File: src/rtl/dtc_link_pkg.sv
// dtc_link_pkg: link-word type codes, header/trailer field layout and FSM states
// shared by the DTC stub transmitter and its FIFO.
package dtc_link_pkg;

    localparam int DEF_STUB_W = 36;
    localparam int LINK_W     = DEF_STUB_W + 2;

    typedef logic [LINK_W-1:0] link_word_t;

    typedef enum logic [1:0] {
        WT_HEADER  = 2'b01,
        WT_STUB    = 2'b10,
        WT_TRAILER = 2'b11
    } word_type_t;

    // Header and trailer payload field positions.
    localparam int BX_LSB    = 0;
    localparam int BX_W      = 8;
    localparam int CNT_LSB   = 8;
    localparam int CNT_W     = 8;
    localparam int TRUNC_BIT = 16;
    localparam int CKSUM_LSB = 17;
    localparam int CKSUM_W   = 16;

    typedef enum logic [2:0] {
        ST_IDLE,
        ST_HEADER,
        ST_PAYLOAD,
        ST_DRAIN,
        ST_TRAILER
    } tx_state_t;

    // Folds one 36-bit stub into its 16-bit checksum contribution.
    function automatic logic [15:0] stub_fold(input logic [35:0] s);
        return s[15:0] ^ s[31:16] ^ {12'b0, s[35:32]};
    endfunction

endpackage

File: src/rtl/dtc_tx_fifo.sv
// dtc_tx_fifo: synchronous first-word-fall-through FIFO; rd_data always shows the
// head entry while empty is low.
module dtc_tx_fifo #(
    parameter int W     = 45,
    parameter int DEPTH = 64
) (
    input  logic         clk,
    input  logic         rst_n,
    input  logic [W-1:0] wr_data,
    input  logic         wr_en,
    input  logic         rd_en,
    output logic [W-1:0] rd_data,
    output logic         empty,
    output logic         full
);
    localparam int AW = $clog2(DEPTH);

    logic [W-1:0] mem [DEPTH];
    logic [AW:0]  wr_ptr;
    logic [AW:0]  rd_ptr;

    // NOTE: sequential state uses non-blocking assignments so every register samples pre-edge values.
    always_ff @(posedge clk) begin
        if (!rst_n) begin
            wr_ptr <= '0;
            rd_ptr <= '0;
        end else begin
            if (wr_en && !full)  wr_ptr <= wr_ptr + (AW+1)'(1);
            if (rd_en && !empty) rd_ptr <= rd_ptr + (AW+1)'(1);
        end
    end

    // NOTE: storage is deliberately not reset; the pointers alone decide which entries are valid.
    always_ff @(posedge clk) begin
        if (wr_en && !full) mem[wr_ptr[AW-1:0]] <= wr_data;
    end

    assign rd_data = mem[rd_ptr[AW-1:0]];
    assign empty   = (wr_ptr == rd_ptr);
    // Extra pointer bit distinguishes full from empty when the indices match.
    assign full    = (wr_ptr[AW] != rd_ptr[AW]) && (wr_ptr[AW-1:0] == rd_ptr[AW-1:0]);

endmodule

File: src/rtl/dtc_link_tx.sv
// dtc_link_tx: frames buffered stubs into header / stub / trailer words for the InputDTC link.
// Trailer checksum is built only when DTC_TX_CHECKSUM_EN is defined.
module dtc_link_tx
    import dtc_link_pkg::*;
#(
    parameter int STUB_W     = 36,
    parameter int FIFO_DEPTH = 64,
    parameter int MAX_STUBS  = 48
) (
    input  logic              clk,
    input  logic              rst_n,
    input  logic [STUB_W-1:0] stub_data,
    input  logic [7:0]        stub_bx,
    input  logic              stub_last,
    input  logic              stub_valid,
    output logic              stub_ready,
    output logic [STUB_W+1:0] link_data,
    output logic              link_valid,
    input  logic              link_ready
);
    localparam int         ENT_W    = STUB_W + 9;
    localparam logic [7:0] CNT_LAST = 8'(MAX_STUBS - 1);

    tx_state_t         state, next_state;
    logic [ENT_W-1:0]  head;
    logic              fifo_empty, fifo_full;
    logic              push, pop;
    logic              head_last;
    logic [7:0]        head_bx;
    logic [STUB_W-1:0] head_stub;
    logic [7:0]        ev_bx;
    logic [7:0]        stub_cnt;
    logic              trunc;
    logic              valid_c;
    logic [STUB_W+1:0] data_c;

    assign stub_ready = rst_n && !fifo_full;
    assign push       = stub_valid && stub_ready;

    dtc_tx_fifo #(
        .W     (ENT_W),
        .DEPTH (FIFO_DEPTH)
    ) u_fifo (
        .clk     (clk),
        .rst_n   (rst_n),
        .wr_data ({stub_last, stub_bx, stub_data}),
        .wr_en   (push),
        .rd_en   (pop),
        .rd_data (head),
        .empty   (fifo_empty),
        .full    (fifo_full)
    );

    assign head_last = head[STUB_W+8];
    assign head_bx   = head[STUB_W+7:STUB_W];
    assign head_stub = head[STUB_W-1:0];

`ifdef DTC_TX_CHECKSUM_EN
    logic [15:0] cksum;

    always_ff @(posedge clk) begin
        if (!rst_n) begin
            cksum <= '0;
        end else if (state == ST_PAYLOAD && pop) begin
            cksum <= cksum ^ stub_fold(36'(head_stub));
        end else if (state == ST_TRAILER && link_ready) begin
            cksum <= '0;
        end
    end
`endif

    always_ff @(posedge clk) begin
        if (!rst_n) begin
            state    <= ST_IDLE;
            ev_bx    <= '0;
            stub_cnt <= '0;
            trunc    <= 1'b0;
        end else begin
            state <= next_state;
            if (state == ST_HEADER) ev_bx <= head_bx;
            if (state == ST_PAYLOAD && pop) stub_cnt <= stub_cnt + 8'd1;
            if (state == ST_PAYLOAD && next_state == ST_DRAIN) trunc <= 1'b1;
            if (state == ST_TRAILER && link_ready) begin
                stub_cnt <= '0;
                trunc    <= 1'b0;
            end
        end
    end

    // NOTE: every always_comb output gets a default first so no path can infer a latch.
    always_comb begin
        next_state = state;
        pop        = 1'b0;
        valid_c    = 1'b0;
        data_c     = '0;
        unique case (state)
            ST_IDLE: begin
                // Looking at the incoming push gives a header the cycle after the first stub.
                if (!fifo_empty || push) next_state = ST_HEADER;
            end
            ST_HEADER: begin
                valid_c                           = 1'b1;
                data_c[STUB_W+1:STUB_W]           = WT_HEADER;
                data_c[BX_LSB +: BX_W]            = head_bx;
                if (link_ready) next_state = ST_PAYLOAD;
            end
            ST_PAYLOAD: begin
                if (!fifo_empty) begin
                    valid_c                 = 1'b1;
                    data_c[STUB_W+1:STUB_W] = WT_STUB;
                    data_c[STUB_W-1:0]      = head_stub;
                    if (link_ready) begin
                        pop = 1'b1;
                        if (head_last)                  next_state = ST_TRAILER;
                        else if (stub_cnt == CNT_LAST)  next_state = ST_DRAIN;
                    end
                end
            end
            ST_DRAIN: begin
                // Discard the event's excess stubs silently up to its last one.
                if (!fifo_empty) begin
                    pop = 1'b1;
                    if (head_last) next_state = ST_TRAILER;
                end
            end
            ST_TRAILER: begin
                valid_c                      = 1'b1;
                data_c[STUB_W+1:STUB_W]      = WT_TRAILER;
                data_c[BX_LSB +: BX_W]       = ev_bx;
                data_c[CNT_LSB +: CNT_W]     = stub_cnt;
                data_c[TRUNC_BIT]            = trunc;
`ifdef DTC_TX_CHECKSUM_EN
                data_c[CKSUM_LSB +: CKSUM_W] = cksum;
`endif
                if (link_ready) next_state = ST_IDLE;
            end
            default: next_state = ST_IDLE;
        endcase
    end

    assign link_valid = rst_n && valid_c;
    assign link_data  = rst_n ? data_c : '0;

endmodule

File: config.mk
export PLATFORM = sky130hd
export DESIGN_NAME = dtc_link_tx
export DESIGN_NICKNAME = d
export VERILOG_FILES = /design/src/rtl/dtc_link_pkg.sv /design/src/rtl/dtc_tx_fifo.sv /design/src/rtl/dtc_link_tx.sv
export SDC_FILE = /design/constraint.sdc
export NUM_CORES = 2
export LEC_CHECK = 0
export CORE_AREA = 2 2 435 437
export CTS_CLUSTER_DIAMETER = 40
export DETAILED_ROUTE_END_ITERATION = 12
export DIE_AREA = 0 0 437 439
export PLACE_DENSITY = 0.73
export SETUP_SLACK_MARGIN = 0.2
export SYNTH_ARGS = -nofsm -noshare
export SYNTH_HDL_FRONTEND = slang
export SYNTH_SLANG_ARGS = --single-unit
File: constraint.sdc
create_clock -name clk -period 11.75 [get_ports clk]
set_input_delay 2.35 -clock clk [delete_from_list [all_inputs] [get_ports clk]]
set_output_delay 2.35 -clock clk [all_outputs]
set_load 0.01 [all_outputs]
=== Word level (Yosys, flattened, before mapping) ===
Memory sizes are Yosys's and may differ from the RTL's. A register that Yosys moved wholly into a read port is not among the register bits.
Cells that the tools add are included.

* Flip-flop bits (word level): 34
* Memory bits (writable): 2880
* Bits of input ports: 49
* Output and inout port bits: 40
* Word-level logic and storage cells: 60
* Memories: 1

{| class="wikitable"
|+ Memories
! memory !! words !! bits a word !! read ports !! clocked after Yosys merged registers in !! write ports !! RTL line !! text
|-
| u_fifo.mem || 64 || 45 || 1 || 1 || 1 || dtc_tx_fifo.sv:18 || <nowiki>logic [W-1:0] mem [DEPTH];</nowiki>
|}

* Add/sub/neg operators: 3
* Equality and inequality tests: 9
* Muxes and demuxes: 25
* Bitwise logic cells: 1
* Reductions and logical operators: 15

{| class="wikitable"
|+ Operators with widths
! cell !! count
|-
| $mux 38 || 2
|-
| $mux 3 || 9
|-
| $pmux 8 s3 || 1
|-
| $mux 19 || 1
|-
| $pmux 9 s2 || 1
|-
| $pmux 3 s5 || 1
|-
| $add 7x1->7 const B || 2
|-
| $mux 6 || 2
|-
| $eq 3x2->1 const B || 3
|-
| $logic_and 1x1->1 || 9
|-
| $add 8x1->8 const B || 1
|-
| $eq 8x6->1 const B || 1
|-
| $eq 7x7->1 || 1
|-
| $eq 6x6->1 || 1
|-
| $pmux 2 s3 || 1
|-
| $mux 1 || 5
|-
| $pmux 1 s2 || 2
|-
| $reduce_or 2->1 || 2
|-
| $eq 3x1->1 const B || 1
|-
| $eq 3x3->1 const B || 1
|-
| $logic_not 3->1 || 1
|-
| $logic_not 1->1 || 2
|-
| $logic_or 1x1->1 || 1
|-
| $ne 1x1->1 || 1
|-
| $not 1->1 || 1
|}

=== Longest topological paths before layout ===
* Depth after elaboration: 10
* Depth in mapped cells: 12
* Mapped depth without buffers: 6

=== Hierarchy ===
From an unflattened synthesis, not the netlist that was laid out.

* Cell total of the unflattened synthesis: 5466
* Area total of the unflattened synthesis: 113246.1 µm²

{| class="wikitable"
|+ By module, submodules not included
! module !! instances !! cells an instance !! area an instance (µm²) !! seq. area each (µm²)
|-
| dtc_tx_fifo || 1 || 5280 || 111788.5 || 86883.3
|-
| dtc_link_tx || 1 || 186 || 1457.6 || 400.4
|}

=== Least setup slack after synthesis ===
No wires, ideal clock.

* Kind: input -> register
* Start: in rst_n
* End: mem u_fifo.mem[57][0], enable pin
* Setup time: 448 ps
* Data arrival time: 5150 ps
* Data required time: 11302 ps
* Slack: 6152 ps
* Stages: 5
* Buffers on the path: 1
* Cells stage by stage: o211a_1 -> clkbuf_1 -> nor2b_1 -> nand3b_1 -> nor2_1

* Word-level cells in the longest chain between the ends: 5

{| class="wikitable"
|+ RTL lines
! element !! RTL line !! text
|-
| start, declared || dtc_link_tx.sv:11 || <nowiki>input logic rst_n,</nowiki>
|-
| $logic_and 1x1->1 || dtc_link_tx.sv:37 || <nowiki>assign stub_ready = rst_n && !fifo_full;</nowiki>
|-
| $logic_and 1x1->1 || dtc_link_tx.sv:38 || <nowiki>assign push = stub_valid && stub_ready;</nowiki>
|-
| $logic_and 1x1->1 || dtc_tx_fifo.sv:35 || <nowiki>if (wr_en && !full) mem[wr_ptr[AW-1:0]] <= wr_data;</nowiki>
|-
| $mux 1 || dtc_tx_fifo.sv:35 ||
|-
| $mux 1 (implied by the code) || dtc_tx_fifo.sv:35 ||
|-
| end, declared || dtc_tx_fifo.sv:18 ||
|}

Every way passes these cells.

==> results by group <==
Cells and area
  – Most common cell after layout, fill and taps aside: edfxtp_1
  – Layout net count: 5040
  – Core Util, Final: 0.680
  – Layout Cells excl Fill: 7761
  – Most frequent cells in the layout: 2880 x edfxtp_1, 832 x mux4_2, 361 x clkbuf_16
  – Share of cells above drive strength 1: 0.316
  – Syn-to-layout area delta: 14.1%

Floorplan
  – Die Height: 439 um
  – Core area: 187000 um2
  – Cell row count: 159
  – I/O Pins: 89
  – Die area: 192000 um2
  – Chip Width: 437 um
  – Initial core utilization: 0.596

STA
  – Headroom to the max-slew limit: 0.0461
  – RSZ-0062 raised after global routing: no
  – Final setup TNS: 0 ps
  – Final Slew Violations: 0
  – Tcrit/Tclk final: 0.679
  – Final hold violations: 0
  – Clock Skew: 61.6 ps
  – Worst-Margin Slew: 1430 ps
  – Fin crit period: 7980 ps
  – Fmax: 0.125 GHz
  – Final setup violation count: 0

Critical path
  – CP Launch Type: flop
  – Worst reg2reg setup slack: 6980 ps
  – Crit-path slowest cell: dfxtp_4
  – Top cell by count, worst path: mux4_2
  – CP Buf/Inv Count: 3
  – Worst path required time: 9400 ps
  – Worst EP arrival: 5630 ps
  – Critical setup path kind: flop to output port
  – CP delay by family, top: buffers and inverters
  – Worst-path fanout max: 85
  – Reg2Reg Capture Point: u_fifo.mem[18][42]
  – Largest stage delay, worst path: 840 ps
  – Worst R2R Path Depth: 7
  – Worst Setup End Kind: output port
  – Worst R2R Start: u_fifo.wr_ptr[3]
  – Worst-path cell chain: buf_12 > buf_4 > mux4_2 > mux4_2 > mux4_2 > and3_1 > clkdlybuf4s50_1

Worst hold path
  – Hold path start: ev_bx[4]
  – Hold EP: ev_bx[4]
  – Worst Hold Class: flop to flop
  – Hold Crit Depth: 2

Clock network
  – H-tree depth: 5
  – CTS root buf: clkbuf_16
  – # Post-CTS Setup Buffers: 0
  – Worst-skew pair later-pin latency: 960 ps
  – CTS tree: done
  – CTS resizes: 0
  – CTS sink cnt: 2920
  – Worst-path clk slew: 60 ps
  – Cts hold-fix bufs: 0
  – Clk buf depth: 4
  – Num CTS Buffers: 356

Synth
  – Avg Inst Size Synth: 23.9 um2
  – Synthesis-stage register bit count: 2920
  – Mapped cell area: 111000 um2
  – Syn_nets: 4715
  – Yosys warns: 0
  – Syn Inst Count: 4663
  – Post-synth EDFFs: 2880
  – Yosys cell types: 61
  – FFs w/ async S/R, synth: 0
  – Seq/Total Area, Yosys: 0.783
  – Synth Flop Type: edfxtp_1

Placed design
  – Placed instance count: 7125
  – I/O Buffers: 88
  – Dpl hpwl: 143000 um
  – Routability congestion estimate: 0.800

Drt
  – Vias per cell: 7.12
  – Routed wire per std cell: 38.8 um
  – Via Count: 55300
  – WL final: 301000 um
  – Routed Antenna Nets: 0
  – Number of DRC markers in iteration 0: 8715
  – DRC: 0
  – Initial DRT Pass Iterations: 8

Global routing
  – All-Layer GR Usage: 0.316
  – Total grt overflow: 0
  – Vias in the first global route: 55300
  – Largest net degree at the start of global routing: 134
  – Initial antenna violation count: 12
  – First-pass GRT wire length: 420000 um

Power and ir drop
  – Leak: 38.5 nW
  – Pwr Density: 178 nW/um2
  – Max IR drop VDD: 0.166 mV

Outcome
  – Outcome: finished, final reports clean

Run
  – Max Cap Viol: 0
-- cells by family (layout without fill, tap and decap cells) --
logic type / after synthesis / count (layout) / share of synthesized area
fa+ha+maj: 3 / 3 / 0.000337
other cells: 0 / 5 / 0
xor+xnor: 24 / 24 / 0.00189
flops: 2920 / 2920 / 0.783
mux: 907 / 907 / 0.175
buf+inv: 261 / 859 / 0.0115
simple gates: 304 / 304 / 0.0129
compound gates: 244 / 244 / 0.0155
-- registers in the layout, summed over array words and instances, names as in the netlist, named ones only --
| register | count |
|---|---|
| stub_cnt | 8 |
| state | 3 |
| u_fifo.mem | 2880 |
| ev_bx | 8 |
| u_fifo.wr_ptr | 7 |
| u_fifo.rd_ptr | 7 |
| trunc | 1 |
-- worst reg2reg max path: stages (launching register included) --
cell and delay [ps]:
dfxtp_1 560, xnor2_1 130, nand4_1 250, o211a_1 380, nor2b_1 310, nand3b_1 710
nor2_4 1190, buf_4 790
-- per-layer routing --
layer,share of wire,vias to the layer above,GRT usage
li1,-,20900,-
met1,0.35,29300,0.435
met2,0.48,4344,0.494
met3,0.12,823,0.0665
met4,0.053,4,0.149
met5,0.000090,-,0
-- metrics by stage --
| step | worst slack (ps) | hold slack (ps) | instance area, um2 | total power [W] |
|---|---|---|---|---|
| floorplan | 6150 | 437 | 111000 | 0.0119 |
| global placement | 4700 | 443 | 116000 | 0.0121 |
| detailed placement | 4660 | 450 | 116000 | 0.0122 |
| CTS | 3690 | 459 | 127000 | 0.0227 |
| global route | 3500 | 472 | 127000 | 0.0231 |
| finish | 3770 | 462 | 127000 | 0.0227 |
-- synth_stat cells (4+ instances only) --
cell type / n / share of area
dfxtp_1: 40 / 0.0072
xnor2_1: 15 / 0.0012
nand3_1: 18 / 0.00081
nand4_1: 10 / 0.00056
mux4_2: 832 / 0.17
inv_1: 4 / 0.00013
nor2b_1: 11 / 0.00062
a22oi_1: 81 / 0.0055
a221oi_1: 18 / 0.0014
and2_1: 8 / 0.00045
buf_2: 83 / 0.0037
nand3b_1: 9 / 0.00061
a31oi_1: 10 / 0.00056
o41ai_1: 4 / 0.00031
edfxtp_1: 2880 / 0.78
o21ai_0: 28 / 0.0013
or3_1: 5 / 0.00028
a211o_1: 4 / 0.00031
nand2_1: 89 / 0.0030
nor4_1: 4 / 0.00022
o22ai_1: 8 / 0.00045
buf_6: 10 / 0.0010
o32ai_1: 4 / 0.00031
a211oi_1: 13 / 0.00088
mux2_2: 10 / 0.0010
clkbuf_1: 96 / 0.0032
nand2b_1: 6 / 0.00034
and3_1: 22 / 0.0012
a22o_1: 9 / 0.00071
buf_1: 34 / 0.0011
mux2i_1: 65 / 0.0058
buf_4: 32 / 0.0022
nor2_1: 103 / 0.0035
xor2_1: 9 / 0.00071
nor3_1: 4 / 0.00018
a21oi_1: 37 / 0.0017
-- worst max-delay path by stage --
stage,startpoint,end,cells after the start
final,flop,link_data[27],7
after global routing,flop,link_data[27],7
after CTS,flop,link_data[27],7
after detailed placement,rst_n,link_data[0],6
after global placement,rst_n,link_data[0],6
after floorplan,rst_n,u_fifo.mem[57][0],5
-- final cells by class --
cell class              instances  area, um2
diodes                          5       12.5
clock buffers                 399       9200
clock inverters               232       2310
fillers                     11000      59800
inverters                       6       30.0
multi-input cells            1482      23400
flip-flops and latches       2920      87300
well taps                    2495       3120
repair buffers                222       1790
-- power breakdown --
part           switching [W]  internal, W  total (W)
clock network        0.00440      0.00631     0.0107
registers          0.0000151       0.0115     0.0115
logic               0.000301     0.000162   0.000463
Note: power is estimated with default switching activity, not from simulation.
